`src/rtl/median_pkg.sv`:
```
// Shared types for the streaming median filter: fill/run state and counter sizing.
// Pure declarations; no logic, so no latency or backpressure of its own.
package median_pkg;

  typedef enum logic {
    ST_FILL = 1'b0,
    ST_RUN  = 1'b1
  } fill_state_t;

  // Width able to hold the values 0..n inclusive.
  function automatic int cnt_width(input int n);
    return $clog2(n + 1);
  endfunction

endpackage

```
`src/rtl/median_rank.sv`:
```
// Picks the rank-(WIN-1)/2 sample of a packed window; equal values are ordered by window index.
// Purely combinational: zero latency, no flow control.
module median_rank #(
  parameter int DATA_W = 8,
  parameter int WIN    = 3,
  parameter int SIGNED = 1
) (
  input  logic [WIN*DATA_W-1:0] win_i,
  output logic [DATA_W-1:0]     med_o
);

  localparam int MID = (WIN - 1) / 2;
  localparam int RW  = $clog2(WIN);

  logic [DATA_W-1:0] smp [WIN];
  logic [WIN-1:0]    is_mid;

  function automatic logic smp_lt(input logic [DATA_W-1:0] a, input logic [DATA_W-1:0] b);
    if (SIGNED != 0) return $signed(a) < $signed(b);
    else             return a < b;
  endfunction

  for (genvar i = 0; i < WIN; i++) begin : g_rank
    logic [RW-1:0] below;

    assign smp[i] = win_i[i*DATA_W +: DATA_W];

    // Index tie-break makes every rank unique, so exactly one is_mid bit is set.
    always_comb begin
      below = '0;
      for (int j = 0; j < WIN; j++) begin
        if (j != i) begin
          if (smp_lt(smp[j], smp[i]) || ((smp[j] == smp[i]) && (j < i))) begin
            below = below + RW'(1);
          end
        end
      end
    end

    assign is_mid[i] = (below == RW'(MID));
  end

  always_comb begin
    med_o = '0;
    for (int i = 0; i < WIN; i++) begin
      if (is_mid[i]) med_o = smp[i];
    end
  end

endmodule

```
`src/rtl/median_filter_stream.sv`:
```
// Streaming median over the last WIN accepted samples with a registered output stage.
// Latency 1 cycle from the completing accept; in_ready = !out_valid || out_ready.
module median_filter_stream
  import median_pkg::*;
#(
  parameter int DATA_W = 8,
  parameter int WIN    = 3,
  parameter int SIGNED = 1
) (
  input  logic              clk,
  input  logic              rst_n,
  input  logic              flush,
  input  logic              in_valid,
  input  logic [DATA_W-1:0] in_data,
  output logic              in_ready,
  output logic              out_valid,
  output logic [DATA_W-1:0] out_data,
  input  logic              out_ready
);

  localparam int CNT_W = cnt_width(WIN);
  localparam logic [CNT_W-1:0] FILL_LAST = CNT_W'(WIN - 1);
  localparam logic [CNT_W-1:0] FILL_FULL = CNT_W'(WIN);

  if (!((WIN == 3) || (WIN == 5) || (WIN == 7))) begin : g_bad_win
    $error("median_filter_stream: WIN must be 3, 5 or 7");
  end
  if ((DATA_W < 2) || (DATA_W > 32)) begin : g_bad_width
    $error("median_filter_stream: DATA_W must be within 2..32");
  end

  fill_state_t       state_q, state_d;
  logic [CNT_W-1:0]  fill_q, fill_d;
  logic              out_valid_q, out_valid_d;
  logic [DATA_W-1:0] out_data_q, out_data_d;
  logic [DATA_W-1:0] win_q [WIN];
  logic [DATA_W-1:0] win_d [WIN];
  logic [DATA_W-1:0] shift_w [WIN];
  logic [WIN*DATA_W-1:0] shift_flat;
  logic [DATA_W-1:0] med;
  logic              accept;

  assign in_ready  = !out_valid_q || out_ready;
  assign accept    = in_valid && in_ready && !flush;
  assign out_valid = out_valid_q;
  assign out_data  = out_data_q;

  // The median is taken over the window as it will look after this accept.
  always_comb begin
    shift_w[0] = in_data;
    for (int k = 1; k < WIN; k++) begin
      shift_w[k] = win_q[k-1];
    end
    shift_flat = '0;
    for (int k = 0; k < WIN; k++) begin
      shift_flat[k*DATA_W +: DATA_W] = shift_w[k];
    end
  end

  median_rank #(
    .DATA_W (DATA_W),
    .WIN    (WIN),
    .SIGNED (SIGNED)
  ) u_rank (
    .win_i (shift_flat),
    .med_o (med)
  );

  always_comb begin
    state_d     = state_q;
    fill_d      = fill_q;
    out_valid_d = out_valid_q;
    out_data_d  = out_data_q;
    win_d       = win_q;
    if (flush) begin
      state_d     = ST_FILL;
      fill_d      = '0;
      out_valid_d = 1'b0;
    end else begin
      if (out_ready) out_valid_d = 1'b0;
      if (accept) begin
        win_d = shift_w;
        case (state_q)
          ST_FILL: begin
            if (fill_q == FILL_LAST) begin
              state_d     = ST_RUN;
              fill_d      = FILL_FULL;
              out_valid_d = 1'b1;
              out_data_d  = med;
            end else begin
              fill_d = fill_q + CNT_W'(1);
            end
          end
          ST_RUN: begin
            out_valid_d = 1'b1;
            out_data_d  = med;
          end
          default: begin
            state_d = ST_FILL;
            fill_d  = '0;
          end
        endcase
      end
    end
  end

  always_ff @(posedge clk or negedge rst_n) begin
    if (!rst_n) begin
      state_q     <= ST_FILL;
      fill_q      <= '0;
      out_valid_q <= 1'b0;
      out_data_q  <= '0;
      for (int k = 0; k < WIN; k++) begin
        win_q[k] <= '0;
      end
    end else begin
      state_q     <= state_d;
      fill_q      <= fill_d;
      out_valid_q <= out_valid_d;
      out_data_q  <= out_data_d;
      for (int k = 0; k < WIN; k++) begin
        win_q[k] <= win_d[k];
      end
    end
  end

endmodule

```
`config.mk`:
```
export PLATFORM = sky130hd
export DESIGN_NAME = median_filter_stream
export DESIGN_NICKNAME = d
export VERILOG_FILES = /design/src/rtl/median_pkg.sv /design/src/rtl/median_rank.sv /design/src/rtl/median_filter_stream.sv
export SDC_FILE = /design/constraint.sdc
export NUM_CORES = 1
export LEC_CHECK = 0
export CAP_MARGIN = 0
export CORE_MARGIN = 2
export CORE_UTILIZATION = 25
export CTS_BUF_LIST = sky130_fd_sc_hd__clkbuf_4 sky130_fd_sc_hd__clkbuf_8 sky130_fd_sc_hd__clkbuf_16
export CTS_CLUSTER_SIZE = 40
export DETAILED_ROUTE_END_ITERATION = 10
export GPL_ROUTABILITY_DRIVEN = 1
export PLACE_DENSITY = 0.5
export REMOVE_ABC_BUFFERS = 1
export SLEW_MARGIN = 10
export SYNTH_ARGS = -nofsm -noshare
export SYNTH_HDL_FRONTEND = slang
export SYNTH_SLANG_ARGS = --single-unit
```
`constraint.sdc`:
```
create_clock -name clk -period 2.13 [get_ports clk]
set_input_delay 0.5325 -clock clk [delete_from_list [all_inputs] [get_ports clk]]
set_output_delay 0.5325 -clock clk [all_outputs]
set_load 0.02 [all_outputs]
```
==> results.cfg <==
[synth]
netlist_top_cells_count = 35 x nand2_1, 28 x dfrtp_1, 27 x o21ai_0
yosys.area_share.simple_pct = 17.2
synth_mux_area_share_pct = 1.16
synth_area_um2 = 1840
synthMostInstantiatedCell = nand2_1
synth_compound_area_share_pct = 19.3
ys_seq_area_share_pct = 38.2
syn_inst = 203
yosys_warnings = 0
synth.avg_cell_area_um2 = 9.04
synth.area.top_cells = dfrtp_1 38%, ha_1 17%, o21ai_0 7.4%, nand2_1 7.2%, a221o_1 4.4%
synth_edf_count = 0
ys_async_sr_fraction_pct = 100
synth_fa_ha_area_share_pct = 17.0
synth_area_leader_cell = dfrtp_1
synth_ff_type = dfrtp_1
ys_ff_latch = 28
synth_cell_types = 41
synth_xor_area_share_pct = 1.36
synth_top_area_share_pct = 38.2
synth_top_family_by_area = compound AO/OA/AOI/OAI gates

[worst_setup_path]
timing.rr.start = shift_flat[22]
endpoint_kind = register
timing.rr.end = out_data[0]
crit_fanout = 8
setup.worst_path.start = in_data[5]
reg2reg_setup_slack_ns = -0.26
worst-setup-path-type = in -> reg
critical-path-top-delay-family = compound AO/OA/AOI/OAI gates
cp-start-kind = primary input
worst_ep_arrival_time_ns = 2.56
cp.buffers_inverters = 2
path_cells = clkdlybuf4s15_1, inv_2, ha_4, a21oi_2, o21ai_2, a221oi_4, nor2_1, and3_1, o211a_4, a221o_1
worst-endpoint-required_ns = 2.30
reg2reg_depth = 9
slowest_stage = a221o_1
slowest_delay_ns = 0.36

[timing]
worst_slew_pin_slew_ns = 0.406
post-route-min-period_ns = 2.39
drv_slew = 0
skew_ns = 0.00219
max_freq_mhz = 419
rsz0062_at_grt = true
setup_viol = 8
max_slew_margin_pct = 73.0
hold_violations = 0
setup_ws_ns = -0.258
tns_ns = -1.98
finalCritPeriodShare_pct = 112

[power]
power_mw = 2.42
irDropWorstVdd_v = 0.000313
p_leak_nw = 1.29
powerDensity_nw_per_um2 = 854

[global_routing]
grt_pass1_wl_um = 8500
grt-ovfl-total = 0
gr-usage-all-layers_pct = 14.0
grt_antenna_before_repair = 0
grt_start_max_net_pins = 32
grt_pass1_vias = 1632

[clock_network]
cts_inserted_buffers = 3
postCtsHoldBufs = 0
clock_latency_ns = 0.28
cts_tree = built
cts.sinks = 28
clockBufferDepth = 2
clk_pin_slew_ns = 0.10
root_buffer = clkbuf_8
h-tree-depth = 1

[final_layout]
fin_util_pct = 39.6
num_antenna_cells = 0
final_layout_size_suffix_gt1_share_pct = 38.7
finalNonFillerCells = 370
final_nets = 310
syn_to_final_growth_pct = 54.7
n_fill_cell = 725
multi_input_area_um2 = 1300
seq_area_um2 = 703

[worst_hold_path]
hold_depth = 1
min_from = shift_flat[16]
hold_path.class = reg -> reg
hold_end = shift_flat[16]

[die]
dieArea_um2 = 8040
core_area_um2 = 7180
initial_core_util_pct = 25.6
die_h_um = 89.7
core.rowCount = 31
die_x_um = 89.7
io_pins = 23

[detailed_routing]
drcViolationCount = 0
num_vias = 1645
firstDrtPassIters = 4
ant_nets = 0
first_iter_violations = 17
avgRoutedWirePerCell_um = 14.0
avgViaCountPerCell = 4.45
drt_wl_total_um = 5170

[run_status]
status = finished with violations
violations = setup timing

[flow_run]
max_cap_violations = 0

[place]
place_inst = 363
gp_congestion = 0.798
hpwlAfterDp_um = 3760
numPortBuffers = 22
worst max path at each step:
| stage | endpoint | slack [ns] | cells after the start |
|---|---|---|---|
| detailed placement | out_data[5] | -1.05 | 10 |
| global route | out_data[0] | -0.34 | 10 |
| floorplan | out_data[1] | -0.28 | 8 |
| CTS | out_data[3] | -0.31 | 9 |
| global placement | out_data[1] | -0.99 | 10 |
| finish | out_data[0] | -0.26 | 10 |
what timing repair did:
item / CTS / global route
gates cloned: 0 / 0
pin swaps: 18 / 14
resized for setup: 49 / 32
endpoints found under the setup margin: 9 / 8
setup buffers: 0 / 3
metal layers:
metal / routed length (µm) / up-vias / global-route usage [%]
met2: 2360 / 24 / 21.1
met4: 89 / 0 / 3.26
met1: 2550 / 754 / 20.5
li1: - / 861 / -
met3: 168 / 6 / 2.83
met5: 0 / - / 0
layout make-up:
type / instances / share of cell area [%]
clock buffer: 3 / 1.45
clock inverter: 1 / 1.06
inverter: 19 / 2.51
multi-input combinational: 150 / 45.8
sequential: 28 / 24.8
tap: 99 / 4.36
timing repair buffer: 70 / 20.0
cell usage in the layout, fill, tap and decap left out, types with 7 or more instances in the layout:
| master | instances |
|---|---|
| inv_2 | 7 |
| buf_4 | 45 |
| dfrtp_1 | 26 |
| nand2_1 | 34 |
| ha_4 | 9 |
| inv_1 | 12 |
| a221o_1 | 8 |
| ha_1 | 16 |
| clkdlybuf4s50_1 | 13 |
| nor2_1 | 10 |
| o21ai_0 | 17 |
sequential cells by signal, indices dropped and copies added (netlist names):
register and flops:
fill_q 2, state_q 1, out_valid 1, out_data 8, shift_flat 16
logic make-up (layout without fill, tap and decap cells):
family,Yosys count,after routing
and+or+nand+nor,67,67
AOI/OAI and AO/OA,54,54
DFF,28,28
adders and majority gates,25,25
buffers and inverters,25,93
xor gates and xnor gates,2,2
muxes,2,2
power by group:
group	internal, mW	switching (mW)
logic	0.640	0.632
registers	0.634	0.0845
clock network	0.252	0.181
stage by stage:
| step | cell area, µm² | hold slack [ns] | worst slack [ns] |
|---|---|---|---|
| floorplan | 1800 | 0.237 | -0.277 |
| global placement | 2480 | 0.491 | -0.987 |
| detailed placement | 2480 | 0.501 | -1.05 |
| CTS | 2720 | 0.530 | -0.314 |
| global route | 2840 | 0.551 | -0.345 |
| finish | 2840 | 0.528 | -0.258 |
(Power assumes the default switching activity.)
